## src/rtl/multicycle_cu.sv

```systemverilog
// Multicycle control unit for a small ARMv8 subset (R-type, ADDI/SUBI, LDUR/STUR, CBZ, B).
// Moore-style FSM with a memory-wait watchdog and a retired-instruction counter.
module multicycle_cu #(
    parameter int unsigned MEM_TIMEOUT = 15
) (
    input  logic        clk,
    input  logic        rst_n,
    input  logic [10:0] Opcode,
    input  logic        Zero,
    input  logic        mem_ready,
    output logic        PCWrite,
    output logic        IRWrite,
    output logic        IorD,
    output logic        Reg2Loc,
    output logic        ALUSrcA,
    output logic        MemRead,
    output logic        MemWrite,
    output logic        MemtoReg,
    output logic        RegWrite,
    output logic [1:0]  ALUSrcB,
    output logic [2:0]  ALUOp,
    output logic [1:0]  PCSource,
    output logic [3:0]  state,
    output logic        error,
    output logic [31:0] instret
);

    typedef enum logic [3:0] {
        StFetch   = 4'd0,
        StDecode  = 4'd1,
        StExecR   = 4'd2,
        StExecI   = 4'd3,
        StAluWb   = 4'd4,
        StMemAddr = 4'd5,
        StMemRd   = 4'd6,
        StLdWb    = 4'd7,
        StMemWr   = 4'd8,
        StCbz     = 4'd9,
        StBranch  = 4'd10,
        StError   = 4'd15
    } state_e;

    localparam logic [10:0] OpAdd  = 11'b10001011000;
    localparam logic [10:0] OpSub  = 11'b11001011000;
    localparam logic [10:0] OpAnd  = 11'b10001010000;
    localparam logic [10:0] OpOrr  = 11'b10101010000;
    localparam logic [10:0] OpLdur = 11'b11111000010;
    localparam logic [10:0] OpStur = 11'b11111000000;
    localparam logic [3:0]  TimeoutCnt = 4'(MEM_TIMEOUT);

    state_e      state_q, state_d;
    logic [3:0]  wait_q, wait_d;
    logic [31:0] instret_q, instret_d;
    logic        retire;
    logic        timeout;

    assign timeout = (wait_q == TimeoutCnt);

    always_comb begin
        state_d = state_q;
        retire  = 1'b0;
        case (state_q)
            StFetch: begin
                if (mem_ready) begin
                    state_d = StDecode;
                end else if (timeout) begin
                    state_d = StError;
                end
            end
            StDecode: begin
                casez (Opcode)
                    OpAdd, OpSub, OpAnd, OpOrr:       state_d = StExecR;
                    11'b1001000100?, 11'b1101000100?: state_d = StExecI;
                    OpLdur, OpStur:                   state_d = StMemAddr;
                    11'b10110100???:                  state_d = StCbz;
                    11'b000101?????:                  state_d = StBranch;
                    default:                          state_d = StError;
                endcase
            end
            StExecR, StExecI: state_d = StAluWb;
            StMemAddr: begin
                if (Opcode == OpLdur) begin
                    state_d = StMemRd;
                end else if (Opcode == OpStur) begin
                    state_d = StMemWr;
                end else begin
                    state_d = StError;
                end
            end
            StMemRd: begin
                if (mem_ready) begin
                    state_d = StLdWb;
                end else if (timeout) begin
                    state_d = StError;
                end
            end
            StMemWr: begin
                if (mem_ready) begin
                    state_d = StFetch;
                    retire  = 1'b1;
                end else if (timeout) begin
                    state_d = StError;
                end
            end
            StAluWb, StLdWb, StCbz, StBranch: begin
                state_d = StFetch;
                retire  = 1'b1;
            end
            StError: state_d = StError;
            default: state_d = StError;
        endcase
    end

    // Remaining in a memory state implies mem_ready was low; any other move re-arms the watchdog.
    always_comb begin
        wait_d = '0;
        if ((state_q == StFetch || state_q == StMemRd || state_q == StMemWr) &&
            state_d == state_q) begin
            wait_d = wait_q + 4'd1;
        end
        instret_d = instret_q + 32'(retire);
    end

    always_ff @(posedge clk) begin
        if (!rst_n) begin
            state_q   <= StFetch;
            wait_q    <= '0;
            instret_q <= '0;
        end else begin
            state_q   <= state_d;
            wait_q    <= wait_d;
            instret_q <= instret_d;
        end
    end

    // While reset is held the outputs show the idle FETCH decode, whatever state_q holds.
    state_e out_st;
    logic   out_rdy;

    assign out_st  = rst_n ? state_q : StFetch;
    assign out_rdy = rst_n & mem_ready;

    always_comb begin
        PCWrite  = 1'b0;
        IRWrite  = 1'b0;
        IorD     = 1'b0;
        Reg2Loc  = 1'b0;
        ALUSrcA  = 1'b0;
        MemRead  = 1'b0;
        MemWrite = 1'b0;
        MemtoReg = 1'b0;
        RegWrite = 1'b0;
        ALUSrcB  = 2'b00;
        ALUOp    = 3'b000;
        PCSource = 2'b00;
        error    = 1'b0;
        case (out_st)
            StFetch: begin
                MemRead = 1'b1;
                ALUSrcB = 2'b01;
                PCWrite = out_rdy;
                IRWrite = out_rdy;
            end
            StDecode: ALUSrcB = 2'b11;
            StExecR: begin
                ALUSrcA = 1'b1;
                case (Opcode)
                    OpSub:   ALUOp = 3'b001;
                    OpAnd:   ALUOp = 3'b010;
                    OpOrr:   ALUOp = 3'b011;
                    default: ALUOp = 3'b000;
                endcase
            end
            StExecI: begin
                ALUSrcA = 1'b1;
                ALUSrcB = 2'b10;
                ALUOp   = Opcode[9] ? 3'b001 : 3'b000;
            end
            StAluWb: RegWrite = 1'b1;
            StMemAddr: begin
                ALUSrcA = 1'b1;
                ALUSrcB = 2'b10;
                Reg2Loc = 1'b1;
            end
            StMemRd: begin
                MemRead = 1'b1;
                IorD    = 1'b1;
            end
            StLdWb: begin
                RegWrite = 1'b1;
                MemtoReg = 1'b1;
            end
            StMemWr: begin
                MemWrite = 1'b1;
                IorD     = 1'b1;
                Reg2Loc  = 1'b1;
            end
            StCbz: begin
                Reg2Loc  = 1'b1;
                ALUSrcA  = 1'b1;
                ALUOp    = 3'b100;
                PCSource = 2'b01;
                PCWrite  = Zero;
            end
            StBranch: begin
                PCWrite  = 1'b1;
                PCSource = 2'b01;
            end
            StError: error = 1'b1;
            default: ;
        endcase
    end

    assign state   = state_q;
    assign instret = instret_q;

endmodule

```

## config.mk

```make
export PLATFORM = sky130hd
export DESIGN_NAME = multicycle_cu
export DESIGN_NICKNAME = d
export VERILOG_FILES = /design/src/rtl/multicycle_cu.sv
export SDC_FILE = /design/constraint.sdc
export NUM_CORES = 1
export LEC_CHECK = 0
export BUFFER_PORTS_ARGS = -buffer_cell sky130_fd_sc_hd__buf_2
export CORE_ASPECT_RATIO = 0.7
export CORE_UTILIZATION = 52
export DETAILED_ROUTE_END_ITERATION = 16
export PLACE_DENSITY = 0.8
export SLEW_MARGIN = 40
export SYNTH_ARGS = -nofsm -noshare
export SYNTH_HDL_FRONTEND = slang
export SYNTH_SLANG_ARGS = --single-unit
```

## constraint.sdc

```tcl
create_clock -name clk -period 2.8 [get_ports clk]
set_input_delay 0.56 -clock clk [delete_from_list [all_inputs] [get_ports clk]]
set_output_delay 0.56 -clock clk [all_outputs]
set_load 0.01 [all_outputs]
```

# Word-level counts from Yosys, hierarchy flattened
# Cells that the tools add are included.
totals:
  reg_bits: 40
  inputBits: 15
  output_inout_bits: 53
op_classes:
  add_sub_neg: 2
  eq_ne: 33
  muxes: 26
  bitwise: 1
  n_reduce_logical: 18
op_table:
  columns: ["operator", "count"]
  rows:
  - ["$eq A11 B11 Y1 const B", 6]
  - ["$add A32 B1 Y32", 1]
  - ["$eq A4 B3 Y1 const B", 8]
  - ["$eq A4 B4 Y1 const B", 8]
  - ["$pmux W4 S7", 1]
  - ["$mux W4", 6]
  - ["$eq A10 B10 Y1 const B", 2]
  - ["$pmux W4 S5", 1]
  - ["$eq A4 B2 Y1 const B", 4]
  - ["$reduce_or A2 Y1", 8]
  - ["$mux W1", 12]
  - ["$pmux W2 S3", 2]
  - ["$reduce_or A4 Y1", 3]
  - ["$pmux W3 S3", 1]
  - ["$eq A4 B1 Y1 const B", 2]
  - ["$eq A8 B8 Y1 const B", 1]
  - ["$logic_not A4 Y1", 2]
  - ["$eq A6 B3 Y1 const B", 1]
  - ["$add A4 B1 Y4 const B", 1]
  - ["$eq A4 B4 Y1", 1]
  - ["$mux W3", 1]
  - ["$pmux W1 S3", 1]
  - ["$reduce_or A3 Y1", 1]
  - ["$logic_or A1 B1 Y1", 2]
  - ["other kinds (4)", 4]

# Depth between registers and ports, before layout
# Gate-level depths: netlist of the first run.
depth:
  depth_word: 7
  mapped_depth: 13
  depth_no_buf: 12

# Worst setup path before layout of the first run
# OpenSTA, ideal clock, no wires.
synth_timing:
  kind: "register to register"
  from: "register state_q[0], in the netlist state[0]"
  to: "register instret_q[26], in the netlist instret[26]"
  arrival_time_ns: 2.580
  slack_ns: 0.105
  path_stages_with_launch: 14
  path_buffers: 2
  path_cell_list: "dfxtp_1 clkbuf_1 clkbuf_1 o21ai_0 o31ai_1 nor2_1 a21oi_1 ha_1 ha_1 inv_1 nor3_2 nand4_1 xnor2_1 and2_1"
synth_via:
  elab_chain_cells: 4
  elab_cells_between_ends: 8
synth_rtl:
  columns: ["item", "line_no", "rtl"]
  rows:
  - ["start, declared", "51", "state_e state_q, state_d;"]
  - ["start signal, assigned", "126", "state_q <= StFetch;"]
  - ["start signal, assigned", "130", "state_q <= state_d;"]
  - ["$eq A4 B3 Y1 or $eq A4 B4 Y1 (tied branches)", "62", "case (state_q)"]
  - ["$reduce_or A4 Y1", "62", null]
  - ["$pmux W1 S2 (*)", "62", null]
  - ["$add A32 B1 Y32 (*)", "121", "instret_d = instret_q + 32'(retire);"]
  - ["end signal, assigned", "132", "instret_q <= instret_d;"]
  - ["end, declared", "53", "logic [31:0] instret_q, instret_d;"]
# Every way passes the cells marked *; elsewhere a longest branch is shown, timed or not.
# A chain may end at the register's enable or synchronous reset.

# Worst setup path after layout of the first run
layout_timing:
  from: "register state_q[2], in the netlist state[2]"
  to: "output port ALUOp[0]"
layout_via:
  elab_chain_cells: 3
  elab_cells_between_ends: 5
layout_rtl:
  columns: ["item", "line_no", "rtl"]
  rows:
  - ["$mux W4 (*)", "140", "assign out_st = rst_n ? state_q : StFetch;"]
  - ["$eq A4 B4 Y1 or $eq A4 B2 Y1 (tied branches)", "157", "case (out_st)"]
  - ["$pmux W3 S3 (*)", "157", null]
  - ["end, declared", "21", "output logic [2:0] ALUOp,"]
# Marked as above.

==> results by group, run 1 <==
Run status
  – Status: finished, final reports clean

Clock tree
  – CTS H-tree lvls: 2
  – Root buffer cell: clkbuf_8
  – Clk buf depth: 2
  – Clock latency on the worst-skew pair: 300 ps
  – Gates resized, CTS repair: 0
  – Buffers inserted by post-CTS timing repair: 0
  – Clock slew at reported path FFs: 70 ps
  – Clock sink count: 40
  – CTS tree: built
  – CTS Buf Count: 5
  – Hold_buf cts: 0

Timing
  – Slew margin rel.: 65.4%
  – Fin Clk Skew: 9.16 ps
  – Aggregate negative setup slack: 0 ps
  – Hold Fails Final Rpt: 0
  – RSZ-0062 raised after global routing: false
  – Slew @ Worst Pin: 517 ps
  – Crit share post-route: 92.8%
  – Tmin final: 2600 ps
  – Hold_ws: 457 ps
  – Max Transition Viols Final: 0
  – Fmax: 0.385 GHz
  – # setup viols final: 0

Placed design
  – Buffers added on ports: 66
  – Final RePlAce weighted congestion: 0.879
  – Dpl hpwl: 4240 microns

Pwr
  – Power Dens Cells: 551 nW/um^2
  – Leakage power total: 0.00125 uW
  – Power, Total: 1610 uW
  – Peak supply drop: 451 uV

Yosys
  – Count leader, synth: dfxtp_1
  – EDFF count, synth: 0
  – Synth Net Count: 306
  – Yosys warns: 0
  – Seq/Total Area, Yosys: 33.5%
  – Top post-synthesis cells by area: dfxtp_1, xnor2_1, and2_1
  – Synthesized area: 2390 sq um
  – Post-synth ARST share: 0%
  – Top_reg_cell synth: dfxtp_1
  – Syn_area_per_cell: 8.29 sq um
  – Distinct cells, synth: 52
  – Register bit count reported by yosys: 40
  – Area leader, netlist: dfxtp_1
  – Synth top cells by count: dfxtp_1, and2_1, nand2_1
  – Post-Syn Instances: 288
  – Yosys top cell area share: 33.5%

Floorplanning
  – Die Wd: 83.0 microns
  – Die Y-Extent: 58.7 microns
  – Initial Util: 54.5%
  – Die area: 4870 sq um
  – Row count: 20
  – Core area: 4380 sq um
  – Io pins: 68

Final layout
  – Final net count: 378
  – Share of layout cells above drive strength 1: 26.0%
  – Util after Layout: 66.7%
  – N_diodes: 0
  – P&R area growth vs syn: 22.4%

Setup path
  – CP Capture Type: output pin
  – Path depth of the worst reg2reg path: 11
  – Crit path required time: 2240 ps
  – Worst path cell trace: buf_4 > nor2_2 > and2_4 > nand2_1 > or4_1 > o21ai_0 > buf_2
  – Crit-path slowest cell: or4_1
  – Crit path kind: reg2out
  – Critical path data arrival time: 2040 ps
  – Largest fanout on the critical path: 10
  – Worst setup SP type: register
  – Delay of the slowest critical-path stage: 490 ps

Global route
  – GRT Util Overall: 24.4%
  – Antenna violations before repair: 0
  – GRT met2 Usage: 40.2%
  – Met1 usage: 32.8%
  – First-pass GRT wire length: 9730 microns
  – Number of global-route vias before repair: 2113
  – Met3 usage: 6.31%
  – Grt ovf: 0
  – Largest net degree at the start of global routing: 48
  – Most used routing layer in global routing: met2

Flow run
  – Max_cap viols: 0

Min path
  – Hold Crit Class: reg2reg
  – Number of cells on the worst hold path: 1

Route
  – WL/cell: 13.7 microns
  – Detailed-route via count: 2371
  – 1st-iter DRT viols: 133
  – Drt first pass iters: 5
  – Antenna-violating nets left: 0
  – Avg Vias per Cell: 5.70
  – Total Wirelength: 5710 microns
  – # DRC: 0
worst max-delay path, delay by kind of cell (launching register included):
| family | cells | cell delay, ps |
|---|---|---|
| buf+inv | 2 | 350 |
| simple gates | 4 | 840 |
| flops | 1 | 380 |
| compound gates | 1 | 170 |
per-stage QoR:
stage / instance area, sq um / worst slack [ps] / std cells
floorplan: 2390 / 105 / 288
global placement: 2820 / 358 / 408
detailed placement: 2820 / 288 / 408
CTS: 2920 / 104 / 416
global route: 2920 / 40.0 / 416
finish: 2920 / 202 / 416
final cells by class:
class	count	area [sq um]
Inverter	6	22.5
Clock inverter	2	15.0
Multi-Input combinational cell	230	1520
Sequential cell	40	801
Fill cell	386	1460
Tap cell	55	68.8
Timing Repair Buffer	77	413
Clock buffer	6	82.6
kinds of logic after synthesis:
family | Yosys count | synth area share, %
buf+inv | 18 | 2.99
simple gates | 149 | 35.8
flops | 40 | 33.5
xor+xnor | 29 | 10.6
other cells | 1 | 0.157
fa+ha+maj | 3 | 1.57
mux | 3 | 1.26
compound gates | 45 | 14.0
where the power goes:
part,internal (uW),leakage (uW),switching [uW]
clock network,199,0.0000434,205
logic,241,0.000888,318
registers,604,0.000323,44.0
total,1040,0.00125,567
cell usage in the layout (no fill, tap or decap), types with 2 or more instances in the layout:
cell,count
buf_2,66
dfxtp_1,40
and2_1,26
nand2_1,22
xnor2_1,21
nor2_1,16
nand3_1,16
nand4_1,13
o21a_1,11
buf_4,11
nor3_1,10
nand2b_1,9
nor2b_1,8
xor2_1,8
inv_1,6
o21ai_0,6
clkbuf_8,6
a21oi_1,5
nor4_1,5
and3_1,5
o31ai_1,4
mux2i_1,3
nor3b_1,3
o211ai_1,3
ha_1,3
a211oi_1,2
and4_1,2
nor4_2,2
o41ai_1,2
clkinvlp_4,2
registers in the layout (all words and copies together) (netlist names):
name,cells
state,4
instret,32
wait_q,4
layer usage:
layer	wire length [microns]	vias up	share of wire, %
met5	0	-	0
met4	27	0	0.47
met3	397	4	6.9
met2	2620	82	46
met1	2660	1114	47
li1	-	1171	-
worst paths after layout:
check,startpoint,endpoint,slack (ps)
worst min-delay path,wait_q[0]$_SDFF_PN0_,wait_q[0]$_SDFF_PN0_,460
worst max register to register,state[2]$_SDFF_PN0_,instret[26]$_SDFF_PN0_,260
worst min register to register,wait_q[0]$_SDFF_PN0_,wait_q[0]$_SDFF_PN0_,460
worst max-delay path,state[2]$_SDFF_PN0_,ALUOp[0],200
No activity file was read; power rests on OpenSTA's default activity.
==> inputs of run 2 (changes only) <==
--- a/config.mk
+++ b/config.mk
@@ -10,6 +10,7 @@
 export CORE_UTILIZATION = 52
 export DETAILED_ROUTE_END_ITERATION = 16
 export PLACE_DENSITY = 0.8
+export SETUP_SLACK_MARGIN = 0.3
 export SLEW_MARGIN = 40
 export SYNTH_ARGS = -nofsm -noshare
 export SYNTH_HDL_FRONTEND = slang
==> run 2 against run 1 <==
Compared with the run above:
- setup slack better by 180 ps
- via count is 1.3% lower
- power down 0.67%
- non-clock buffer count increased by 3
- highest routed layer unchanged
- cell count increased by 0.48%
- hold slack improved by 9.4 ps
- first-iteration DRC count is 9.0% higher
- critical path depth unchanged
- fmax up 7.3%
- sequential power about the same
- register-to-register slack improved by 250 ps
==> results by group, run 2 (synthesis results as in run 1) <==
Min path
  – Min-delay src: wait_q[0]$_SDFF_PN0_
  – Hold Crit Class: reg2reg

Global route
  – Most used routing layer in global routing: met2
  – Largest net degree at the start of global routing: 48 (unchanged)
  – Met3 usage: 5.05% (-1.3 points)
  – GRT met2 Usage: 37.9% (-2.2 points)
  – Antenna violations before repair: 0 (unchanged)
  – GRT Util Overall: 24.0% (-0.43 points)
  – Met1 usage: 34.6% (+1.7 points)
  – Grt ovf: 0 (unchanged)
  – First-pass GRT wire length: 9530 microns (-2.1%)
  – Number of global-route vias before repair: 2085 (-1.3%)

Floorplanning
  – Die Wd: 83.0 microns (unchanged)
  – Initial Util: 54.5% (unchanged)
  – Row count: 20 (unchanged)
  – Die Y-Extent: 58.7 microns (unchanged)
  – Io pins: 68 (unchanged)
  – Die area: 4870 sq um (unchanged)
  – Core area: 4380 sq um (unchanged)

Pwr
  – Sequential power share: 40.7% (+0.5 points)
  – Leakage power total: 0.00127 uW (+1.0%)
  – Comb power frac: 36.7% (+2.0 points)
  – Clock Power Share: 22.6% (-2.5 points)
  – Net Sw Frac: 35.5% (+0.31 points)
  – Sw power: 569 uW (+0.19%)
  – Peak supply drop: 649 uV (+44%)
  – Pint: 1030 uW (-1.1%)
  – Power Dens Cells: 539 nW/um^2 (-2.1%)

Setup path
  – Worst reg2reg startpoint: state[2]$_SDFF_PN0_
  – Delay of the slowest critical-path stage: 490 ps (about the same)
  – Worst path cell trace: buf_4 > nor2_4 > and2_4 > nand2_1 > or4_4 > o21ai_2 > buf_2
  – Bufs and invs on worst path: 2 (unchanged)
  – Largest fanout on the critical path: 6 (-4)
  – Worst setup startpoint: state[3]$_SDFF_PN0_
  – CP Capture Type: output pin
  – Critical path data arrival time: 1860 ps (-180 ps)
  – Crit-path slowest cell: or4_4
  – Crit path required time: 2240 ps (about the same)
  – Worst setup SP type: register
  – Crit path kind: reg2out
  – CP top delay family: simple AND/OR/NAND/NOR gates

Placed design
  – Buffers added on ports: 66 (unchanged)
  – Dpl cells: 408 (unchanged)
  – Final RePlAce weighted congestion: 0.896 (+2.0%)
  – Dpl hpwl: 4310 microns (+1.7%)

Timing
  – Crit share post-route: 86.5% (-6.3 points)
  – Fin Clk Skew: 9.27 ps (+0.119 ps)
  – # setup viols final: 0 (unchanged)
  – Max Transition Viols Final: 0 (unchanged)
  – RSZ-0062 raised after global routing: false
  – Fmax: 0.413 GHz (+7.3%)
  – Aggregate negative setup slack: 0 ps (unchanged)
  – Hold Fails Final Rpt: 0 (unchanged)
  – Tmin final: 2420 ps (-176 ps)

Clock tree
  – CTS tree: built
  – Clock latency on the worst-skew pair: 290 ps (about the same)
  – Clk buf depth: 2 (unchanged)
  – CTS H-tree lvls: 2 (unchanged)
  – Root buffer cell: clkbuf_8
  – Hold_buf cts: 0 (unchanged)
  – CTS Buf Count: 5 (unchanged)
  – Clock slew at reported path FFs: 70 ps (about the same)
  – Clock sink count: 40 (unchanged)

Run status
  – Status: finished, final reports clean

Final layout
  – Reg area: 803 sq um (+0.31%)
  – Util after Layout: 67.7% (+1.0 points)
  – Non-filler cells, final: 418 (+0.48%)
  – P&R area growth vs syn: 24.3%
  – N_diodes: 0 (unchanged)
  – Filler cell count: 354 (-8.3%)
  – Largest register FFs: 32 (unchanged)
  – Area occupied by multi-input gates: 1560 sq um (+2.3%)
  – Final net count: 381 (+0.79%)
  – Commonest non-fill, non-tap cells in the layout: buf_2, dfxtp_1, and2_1, nand2_1, xnor2_1
  – Commonest non-fill, non-tap cell in the layout: buf_2
  – Share of layout cells above drive strength 1: 28.9% (+2.9 points)

Route
  – # DRC: 0 (unchanged)
  – 1st-iter DRT viols: 145 (+9.0%)
  – Drt first pass iters: 4 (-1)
  – Detailed-route via count: 2340 (-1.3%)
  – Avg Vias per Cell: 5.60 (-1.8%)
  – Total Wirelength: 5790 microns (+1.4%)
  – Antenna-violating nets left: 0 (unchanged)
  – WL/cell: 13.9 microns (+0.88%)

Flow run
  – Max_cap viols: 0 (unchanged)
-- run 2: repair_timing --
item / CTS / global route
setup endpoints to repair: 9 / 11
gates resized for setup: 3 / 10
buffers inserted: 1 / 2
hold endpoints to repair: 0 / 0
pin swaps: 1 / 3
-- run 2: path summary, 6_finish.rpt --
kind	end	slack, ps	cells past startpoint
max	ALUOp[0]	380	7
min	wait_q[0]$_SDFF_PN0_	470	1
max reg2reg	instret[26]$_SDFF_PN0_	510	12
min reg2reg	wait_q[0]$_SDFF_PN0_	470	1
-- run 2: per-stage QoR --
stage          area, sq um  total power (uW)  hold WS [ps]  setup slack [ps]
3_5_place_dp          2820              1210           440               282
4_1_cts               2920              1580           467               270
6_report              2970              1600           466               378
5_1_grt               2970              1700           505               297
3_3_place_gp          2820              1190           429               305
2_1_floorplan         2390              1010           418               317
-- run 2: area by class of cell --
class / count / share of cell area [%]
Timing Repair Buffer: 80 / 14.7
Clock buffer: 5 / 2.32
Clock inverter: 2 / 0.422
Tap cell: 55 / 2.32
Sequential cell: 40 / 27.1
Inverter: 6 / 0.759
Multi-Input combinational cell: 230 / 52.4
-- run 2: routing by layer --
layer	part of all wire (%)	up-vias
met5	0	-
met4	0.40	0
met3	5.0	5
met2	43	58
met1	51	1096
li1	-	1181
-- run 2: power groups by stage --
stage | Clock [uW] | Combinational [uW] | Sequential [uW]
floorplan | 0 | 353 | 661
global placement | 0 | 542 | 652
detailed placement | 0 | 551 | 655
CTS | 370 | 564 | 646
global route | 394 | 647 | 657
finish | 362 | 588 | 651
